==> src/rtl/uart_tx_param.sv <==
// uart_tx_param: parameterised UART transmitter (5-9 data bits, optional even/odd parity, 1-2 stop bits)
module uart_tx_param #(
  parameter int DATA_W       = 8,
  parameter int PARITY_EN    = 1,
  parameter int PARITY_ODD   = 0,
  parameter int STOP_BITS    = 1,
  parameter int CLKS_PER_BIT = 16
) (
  input  logic              clk,
  input  logic              nrst,
  input  logic [DATA_W-1:0] tx_data,
  input  logic              tx_valid,
  output logic              tx_ready,
  output logic              tx,
  output logic              busy,
  output logic              done
);
  localparam int CW = $clog2(CLKS_PER_BIT);
  typedef enum logic [2:0] {IDLE, START, DATA, PARITY, STOP} state_t;
  state_t            state;
  logic [CW-1:0]     cnt;
  logic [3:0]        bcnt;
  logic [DATA_W-1:0] shreg;
  logic              par;
  logic              last;
  assign last     = cnt == CW'(CLKS_PER_BIT - 1);
  assign tx_ready = state == IDLE;
  assign busy     = ~tx_ready;
  // Frame sequencer: baud counter restarts at every bit boundary; done is raised one cycle early so it lands on the final terminal count
  always_ff @(posedge clk) begin
    if (!nrst) begin
      state <= IDLE;
      tx    <= 1'b1;
      done  <= 1'b0;
      cnt   <= '0;
      bcnt  <= '0;
      shreg <= '0;
      par   <= 1'b0;
    end else begin
      done <= state == STOP && bcnt == 4'(STOP_BITS - 1) && cnt == CW'(CLKS_PER_BIT - 2);
      cnt  <= (state == IDLE || last) ? '0 : cnt + 1'b1;
      case (state)
        IDLE: if (tx_valid) begin
          state <= START;
          tx    <= 1'b0;
          shreg <= tx_data;
          par   <= ^tx_data ^ 1'(PARITY_ODD);
          bcnt  <= '0;
        end
        START: if (last) begin
          state <= DATA;
          tx    <= shreg[0];
          shreg <= shreg >> 1;
        end
        DATA: if (last) begin
          if (bcnt == 4'(DATA_W - 1)) begin
            bcnt  <= '0;
            state <= PARITY_EN != 0 ? PARITY : STOP;
            tx    <= PARITY_EN != 0 ? par : 1'b1;
          end else begin
            bcnt  <= bcnt + 1'b1;
            tx    <= shreg[0];
            shreg <= shreg >> 1;
          end
        end
        PARITY: if (last) begin
          state <= STOP;
          tx    <= 1'b1;
        end
        STOP: if (last) begin
          if (bcnt == 4'(STOP_BITS - 1)) begin
            state <= IDLE;
            bcnt  <= '0;
          end else
            bcnt <= bcnt + 1'b1;
        end
        default: begin
          state <= IDLE;
          tx    <= 1'b1;
          cnt   <= '0;
        end
      endcase
    end
  end
endmodule

==> config.mk <==
export PLATFORM = sky130hd
export DESIGN_NAME = uart_tx_param
export DESIGN_NICKNAME = d
export VERILOG_FILES = /design/src/rtl/uart_tx_param.sv
export SDC_FILE = /design/constraint.sdc
export NUM_CORES = 1
export LEC_CHECK = 0
export BUFFER_PORTS_ARGS = -buffer_cell sky130_fd_sc_hd__buf_2
export CAP_MARGIN = 15
export CORE_ASPECT_RATIO = 0.9
export CORE_MARGIN = 4
export CORE_UTILIZATION = 50
export CTS_CLUSTER_SIZE = 30
export DETAILED_ROUTE_END_ITERATION = 10
export GPL_TIMING_DRIVEN = 0
export PLACE_DENSITY = 0.74
export SYNTH_ARGS = -nofsm -noshare
export SYNTH_HDL_FRONTEND = slang
export SYNTH_SLANG_ARGS = --single-unit
==> constraint.sdc <==
create_clock -name clk -period 2.5 [get_ports clk]
set_clock_uncertainty 0.15 [all_clocks]
set_input_delay 0.5 -clock clk [delete_from_list [all_inputs] [get_ports clk]]
set_output_delay 0.5 -clock clk [all_outputs]
set_load 0.01 [all_outputs]
==> results of run 1 <==
worst max-delay path, delay by kind of cell, from the launching register on:
kind	cells	cell delay, ps
buf+inv	4	580
flops	1	330
simple gates	1	410
logic make-up (layout without fill, tap and decap cells):
family                   after synthesis  in the layout  synth area share (%)
AND/OR/NAND/NOR                       45             45                  20.3
buffers and inverters                 17             35                  6.92
XOR/XNOR                              12             12                  7.55
adder cells (fa/ha/maj)                4              4                  3.59
flip-flops                            22             22                  31.6
AO/OA/AOI/OAI                         47             47                  24.3
multiplexers                           8              8                  5.75
per-stage QoR:
step	instance area (um2)	hold WS (ps)	power [W]	setup WS, ps
final	1530	287	0.000729	215
after CTS	1530	282	0.000730	202
after detailed placement	1500	313	0.000533	426
after floorplan	1390	280	0.000491	633
after global routing	1530	289	0.000762	83.1
after global placement	1500	293	0.000524	542
synthesized netlist by cell type (2+ instances only):
cell type  instances  share of area, %
nand4_1            3               1.3
nor2_1            11               3.0
nor3_1             3               1.1
dfxtp_1           22                32
a311oi_1           9               5.7
inv_1              7               1.9
o2111ai_1          4               2.5
o21ai_0            3               1.1
a31oi_1            2              0.90
or3_1              2              0.90
nand2_1            3              0.81
buf_2              5               1.8
nor3b_1            2               1.1
and2_1             2              0.90
nand3_1            7               2.5
buf_6              3               2.4
a21oi_1           14               5.0
nor2b_1            2              0.90
xnor2_1           11               6.9
o31ai_1            3               1.6
mux2i_1            8               5.8
ha_1               4               3.6
nand2b_1           3               1.3
cell type report:
| type | count | area share, % |
|---|---|---|
| Multi-Input combinational cell | 116 | 55.8 |
| Inverter | 7 | 1.71 |
| Buffer | 10 | 4.57 |
| Sequential cell | 22 | 28.7 |
| Tap cell | 28 | 2.28 |
| Clock buffer | 4 | 2.37 |
| Timing Repair Buffer | 14 | 4.57 |
power groups by stage:
stage / combinational [W] / sequential [W] / clock, W
final: 0.000142 / 0.000384 / 0.000203
after global routing: 0.000156 / 0.000386 / 0.000220
after CTS: 0.000142 / 0.000383 / 0.000205
after detailed placement: 0.000142 / 0.000391 / 0
after global placement: 0.000135 / 0.000389 / 0
after floorplan: 0.000102 / 0.000388 / 0
layer usage:
layer | vias up | global-route usage [%]
li1 | 624 | -
met1 | 577 | 22.2
met2 | 31 | 33.9
met3 | 6 | 4.65
met4 | 0 | 4.31
met5 | - | 0
flip-flops by register name (all words and copies together), names as in the netlist:
register and flops:
bcnt 4, cnt 4, done 1, par 1, shreg 8, state 3
tx 1
how the worst max path moves through the flow:
stage / to / cells after the start
floorplan: busy / 4
global placement: shreg[4]$_SDFFE_PN0P_ / 6
detailed placement: shreg[5]$_SDFFE_PN0P_ / 6
CTS: busy / 5
global route: busy / 5
finish: busy / 5
==> summary.md, run 1 <==
| Metric | Value |
|---|---|
| Outcome | `complete, no violations` |
| GP Congestion | `0.881` |
| Cell Rows | `17` |
| CP Cell Sequence | `buf_6, buf_2, nor3_1, inv_1, buf_2` |
| N_diodes | `0` |
| Starting density of the core | `a little over half` |
| Height of the die | `between 50 and 60 um` |
| Share of layout cells above drive strength 1 | `around a fifth` |
| WP data required | `around 1900 ps` |
| Power per cell area | `around 480 nW/um2` |
| Sw frac | `around 28%` |
| DRC | `0` |
| Length of routed wiring on met1 | `around 1.4 mm` |
| R2R Path End | `shreg[5]$_SDFFE_PN0P_` |
| Mapped Cells | `roughly 160` |
| Final cell count without fillers | `around 200` |
| Core box area | `2550 um2` |
| Cells on worst reg2reg path | `6` |
| Number of H-tree levels | `1` |
| Detailed Route WL | `3.22 mm` |
| Cell repeated most along the worst path | `buf_2` |
| Worst Hold Class | `in2reg` |
| Worst Min Path Start | `tx_valid` |
| All-Layer GR Usage | `a little under a fifth` |
| Largest net degree at the start of global routing | `13` |
| Crit Path Max Fanout | `10` |
| Grt ovf | `0` |
| Multi-input logic area | `around 860 um2` |
| CP Capture Type | `primary output` |
| Final setup viols | `0` |
| Final core occ | `between 60 and 70%` |
| Netlist cell types | `between 40 and 50` |
| Crit path launch | `state[1]$_SDFFE_PN0P_` |
| Filler cell count | `between 200 and 250` |
| Clock network fraction of design power | `roughly 28%` |
| Final hold violation count | `0` |
| Post-synth EDFFs | `0` |
| Hold Path Depth | `2` |
| Seq/Total Area, Yosys | `roughly a third` |
| Worst vdd ir | `0.344 mV` |
| Max incr delay on CP | `410 ps` |
| Post-route ant nets | `0` |
| Initial antenna violation count | `0` |
| Commonest non-fill, non-tap cell in the layout | `dfxtp_1` |
| Nets | `approximately 190` |
| Die ar. | `3690 um2` |
| Post-Syn Nets | `170` |
| Top Ports | `15` |
| Clock Root Buffer | `clkbuf_4` |
| Crit start category | `flop` |
| Reg2reg start | `cnt[0]$_SDFF_PP0_` |
| Via-per-instance ratio | `between 6 and 7` |
| Met3 routed wirelength | `between 100 and 150 um` |
| Dpl cells | `197` |
| Flip-flop and latch area | `~440 um2` |
| Port Buffers | `14` |
| Vias in the first global route | `about 1300` |
| Die width | `63.6 um` |
| Max-Cap Viols | `0` |
| Slowest-stage cell, CP | `nor3_1` |
| Worst Tran Pin Value | `approximately 520 ps` |
| Met2 WL post-DR | `roughly 1.6 mm` |
| Worst-skew pair later-pin latency | `about 310 ps` |
| Unrepaired setup endpoints after global routing | `false` |
| Crit share post-route | `between 90% and 100%` |
| Hold-fix buffers at CTS | `0` |
| Critical path class | `reg2out` |
| Resized cells post-CTS | `0` |
| First DRT Iteration DRCs | `52` |
| Leak | `0.654 nW` |
| Clk buf depth | `2` |
| Async set-or-reset flop fraction in the synthesized netlist | `0%` |
| Reg power frac | `between 50% and 60%` |
| Avg WL per Cell | `~16 um` |
| Setup bufs post-CTS | `0` |
| Wire length of the first global-routing pass | `between 5 and 6 mm` |
| Yosys Warn Count | `0` |
| Max_slew headroom | `between 60% and 70%` |
| Sw power | `between 0.0002 and 0.00025 W` |
| Vias | `1238` |
| Slew Viols, Final | `0` |
| Clock sinks | `22` |
| Area grow syn2layout | `10.2%` |
| Post-synthesis register bit count | `22` |
| Min Tclk post-route | `between 2000 and 2500 ps` |
| Highest metal used | `met4` |
| Int Pwr | `~0.00052 W` |
| Post-DP HPWL | `between 2 and 2.5 mm` |
| Synth Flop Type | `dfxtp_1` |
| Fmax | `roughly 440 MHz` |
| CTS Buf Count | `3` |
| Setup TNS | `0 ps` |
| DRT Pass-1 Iters | `6` |
| Hold path endpoint | `par$_SDFFE_PN0P_` |
| Clk pin slew, worst setup/hold paths | `approximately 120 ps` |
| Reg-to-reg slack, setup | `between 400 and 500 ps` |
| Worst EP arrival | `about 1600 ps` |
| Mapped Avg Cell Area | `8.98 um2` |
| Commonest cells after routing, fill and taps aside | `dfxtp_1, buf_2, a21oi_1` |
| CTS tree | `done` |
| Synthesized area | `about 1400 um2` |
| Comb power frac | `19.5%` |
Power figures use the tool's default switching activity.
==> inputs of run 2 (changes only) <==
--- a/config.mk
+++ b/config.mk
@@ -7,13 +7,15 @@
 export LEC_CHECK = 0
 export BUFFER_PORTS_ARGS = -buffer_cell sky130_fd_sc_hd__buf_2
 export CAP_MARGIN = 15
+export CELL_PAD_IN_SITES_DETAIL_PLACEMENT = 1
+export CELL_PAD_IN_SITES_GLOBAL_PLACEMENT = 1
 export CORE_ASPECT_RATIO = 0.9
 export CORE_MARGIN = 4
-export CORE_UTILIZATION = 50
+export CORE_UTILIZATION = 44
 export CTS_CLUSTER_SIZE = 30
 export DETAILED_ROUTE_END_ITERATION = 10
 export GPL_TIMING_DRIVEN = 0
-export PLACE_DENSITY = 0.74
+export PLACE_DENSITY = 0.82
 export SYNTH_ARGS = -nofsm -noshare
 export SYNTH_HDL_FRONTEND = slang
 export SYNTH_SLANG_ARGS = --single-unit
==> run 2 against run 1 <==
Count of clock-buffer cells in the layout is the same. Critical endpoint unchanged. Sequential share of layout area shrank 0.42 points. Maximum frequency rose by 5.2%. Critical path type unchanged. Total power up 1.0%. First-iteration DRC count increased by 9.6%. Largest cell class unchanged. Critical path depth did not move.
==> summary.md, run 2 (same netlist as run 1, synthesis figures left out) <==
| Metric | Value |
|---|---|
| Hold-fix buffers at CTS | `0` |
| First DRT Iteration DRCs | `57` |
| Slew Viols, Final | `0` |
| Hold path endpoint | `par$_SDFFE_PN0P_` |
| Commonest non-fill, non-tap cell in the layout | `dfxtp_1` |
| Reg2reg start | `cnt[0]$_SDFF_PP0_` |
| Worst-skew pair later-pin latency | `roughly 320 ps` |
| Nets | `189` |
| Largest registers | `shreg: 8 flops, bcnt: 4 flops, cnt: 4 flops` |
| Die width | `67.3 um` |
| Resized cells post-CTS | `0` |
| Min Tclk post-route | `approximately 2200 ps` |
| DRT Pass-1 Iters | `4` |
| Fmax | `between 400 and 500 MHz` |
| Max reg flops | `8` |
| CTS Buf Count | `3` |
| Unrepaired setup endpoints after global routing | `false` |
| Reg-to-reg slack, setup | `around 380 ps` |
| GP Congestion | `0.783` |
| Filler cell count | `398` |
| Max_slew headroom | `between 60 and 70%` |
| Core box area | `around 3000 um2` |
| Grt ovf | `0` |
| Final setup viols | `0` |
| Port Buffers | `14` |
| Leak | `around 0.65 nW` |
| Critical path class | `reg2out` |
| Worst EP arrival | `1520 ps` |
| Crit start category | `flop` |
| Top reg by flops | `shreg` |
| Initial antenna violation count | `0` |
| Post-route ant nets | `0` |
| Clk buf depth | `2` |
| Max-Cap Viols | `0` |
| WP data required | `1850 ps` |
| Largest net degree at the start of global routing | `13` |
| Vias | `~1300` |
| Clk pin slew, worst setup/hold paths | `about 140 ps` |
| Top Ports | `15` |
| Final core occ | `51.2%` |
| Clock Root Buffer | `clkbuf_4` |
| Cell Rows | `19` |
| Wire length of the first global-routing pass | `6.26 mm` |
| Worst Tran Pin Value | `about 550 ps` |
| Avg WL per Cell | `16.9 um` |
| CTS tree | `done` |
| Via-per-instance ratio | `around 6.0` |
| N_diodes | `0` |
| R2R Path End | `shreg[4]$_SDFFE_PN0P_` |
| Worst vdd ir | `just over 0.3 mV` |
| Starting density of the core | `45.8%` |
| Commonest cells after routing, fill and taps aside | `dfxtp_1, buf_2, a21oi_1` |
| Outcome | `complete, no violations` |
| Worst Hold Class | `in2reg` |
| Vias in the first global route | `1352` |
| Hold Path Depth | `2` |
| Detailed Route WL | `between 3 and 4 mm` |
| Post-DP HPWL | `2.76 mm` |
| Crit Path Max Fanout | `10` |
| Power per cell area | `473 nW/um2` |
| Cells on worst reg2reg path | `6` |
| Height of the die | `61.4 um` |
| Share of layout cells above drive strength 1 | `just under 20%` |
| CP Capture Type | `primary output` |
| DRC | `0` |
| Crit share post-route | `around 87%` |
| All-Layer GR Usage | `around a fifth` |
| Die ar. | `a little over 4000 um2` |
| Worst Min Path Start | `tx_valid` |
| Clock sinks | `22` |
| Setup TNS | `0 ps` |
| Area grow syn2layout | `11.8%` |
| Number of H-tree levels | `1` |
| Final hold violation count | `0` |
| Setup bufs post-CTS | `0` |
-- run 2: cell counts in the layout (fill, tap and decap cells not counted) --
Identical to the previous run, type by type.
-- run 2: final cells by class --
type | count | area, um2 | share of cell area, %
repair buffers | 14 | 70.1 | 4.50
plain buffers | 10 | 70.1 | 4.50
clock buffers | 4 | 36.3 | 2.33
well taps | 42 | 52.6 | 3.38
multi-input cells | 116 | 861 | 55.3
inverters | 7 | 26.3 | 1.69
flip-flops and latches | 22 | 440 | 28.3
-- run 2: critical path, stage by stage, from the launching register on --
cell,delay [ps]
dfxtp_1,340
buf_6,140
buf_2,180
nor3_2,270
inv_1,110
buf_2,160
-- run 2: per-stage QoR --
stage / hold slack (ps) / std cells / worst slack (ps) / cell area, um2 / power (W)
CTS: 285 / 215 / 150 / 1550 / 0.000738
floorplan: 280 / 155 / 633 / 1390 / 0.000491
global route: 289 / 215 / 221 / 1560 / 0.000776
global placement: 292 / 211 / 526 / 1520 / 0.000527
finish: 292 / 215 / 327 / 1560 / 0.000736
detailed placement: 315 / 211 / 419 / 1520 / 0.000534
-- run 2: layer usage --
layer / vias up / global-route usage [%] / wire length [um]
li1: 620 / - / -
met1: 616 / 24.1 / 1590
met2: 40 / 35.6 / 1860
met3: 9 / 3.47 / 145
met4: 0 / 6.94 / 48
met5: - / 0 / 0
-- run 2: worst max path at each step --
stage	start	end	slack (ps)	depth (start not counted)
3_5_place_dp	cnt[0]$_SDFF_PP0_	shreg[6]$_SDFFE_PN0P_	420	6
6_report	state[1]$_SDFFE_PN0P_	busy	330	5
4_1_cts	state[1]$_SDFFE_PN0P_	busy	150	5
5_1_grt	state[1]$_SDFFE_PN0P_	busy	220	5
2_1_floorplan	state[1]$_SDFFE_PN0P_	busy	630	4
3_3_place_gp	cnt[0]$_SDFF_PP0_	shreg[4]$_SDFFE_PN0P_	530	6
-- run 2: report_power, final --
part	switching [W]	internal (W)	total, W
clock	0.000121	0.0000892	0.000210
combinational	0.0000798	0.0000636	0.000143
sequential	0.0000112	0.000371	0.000383
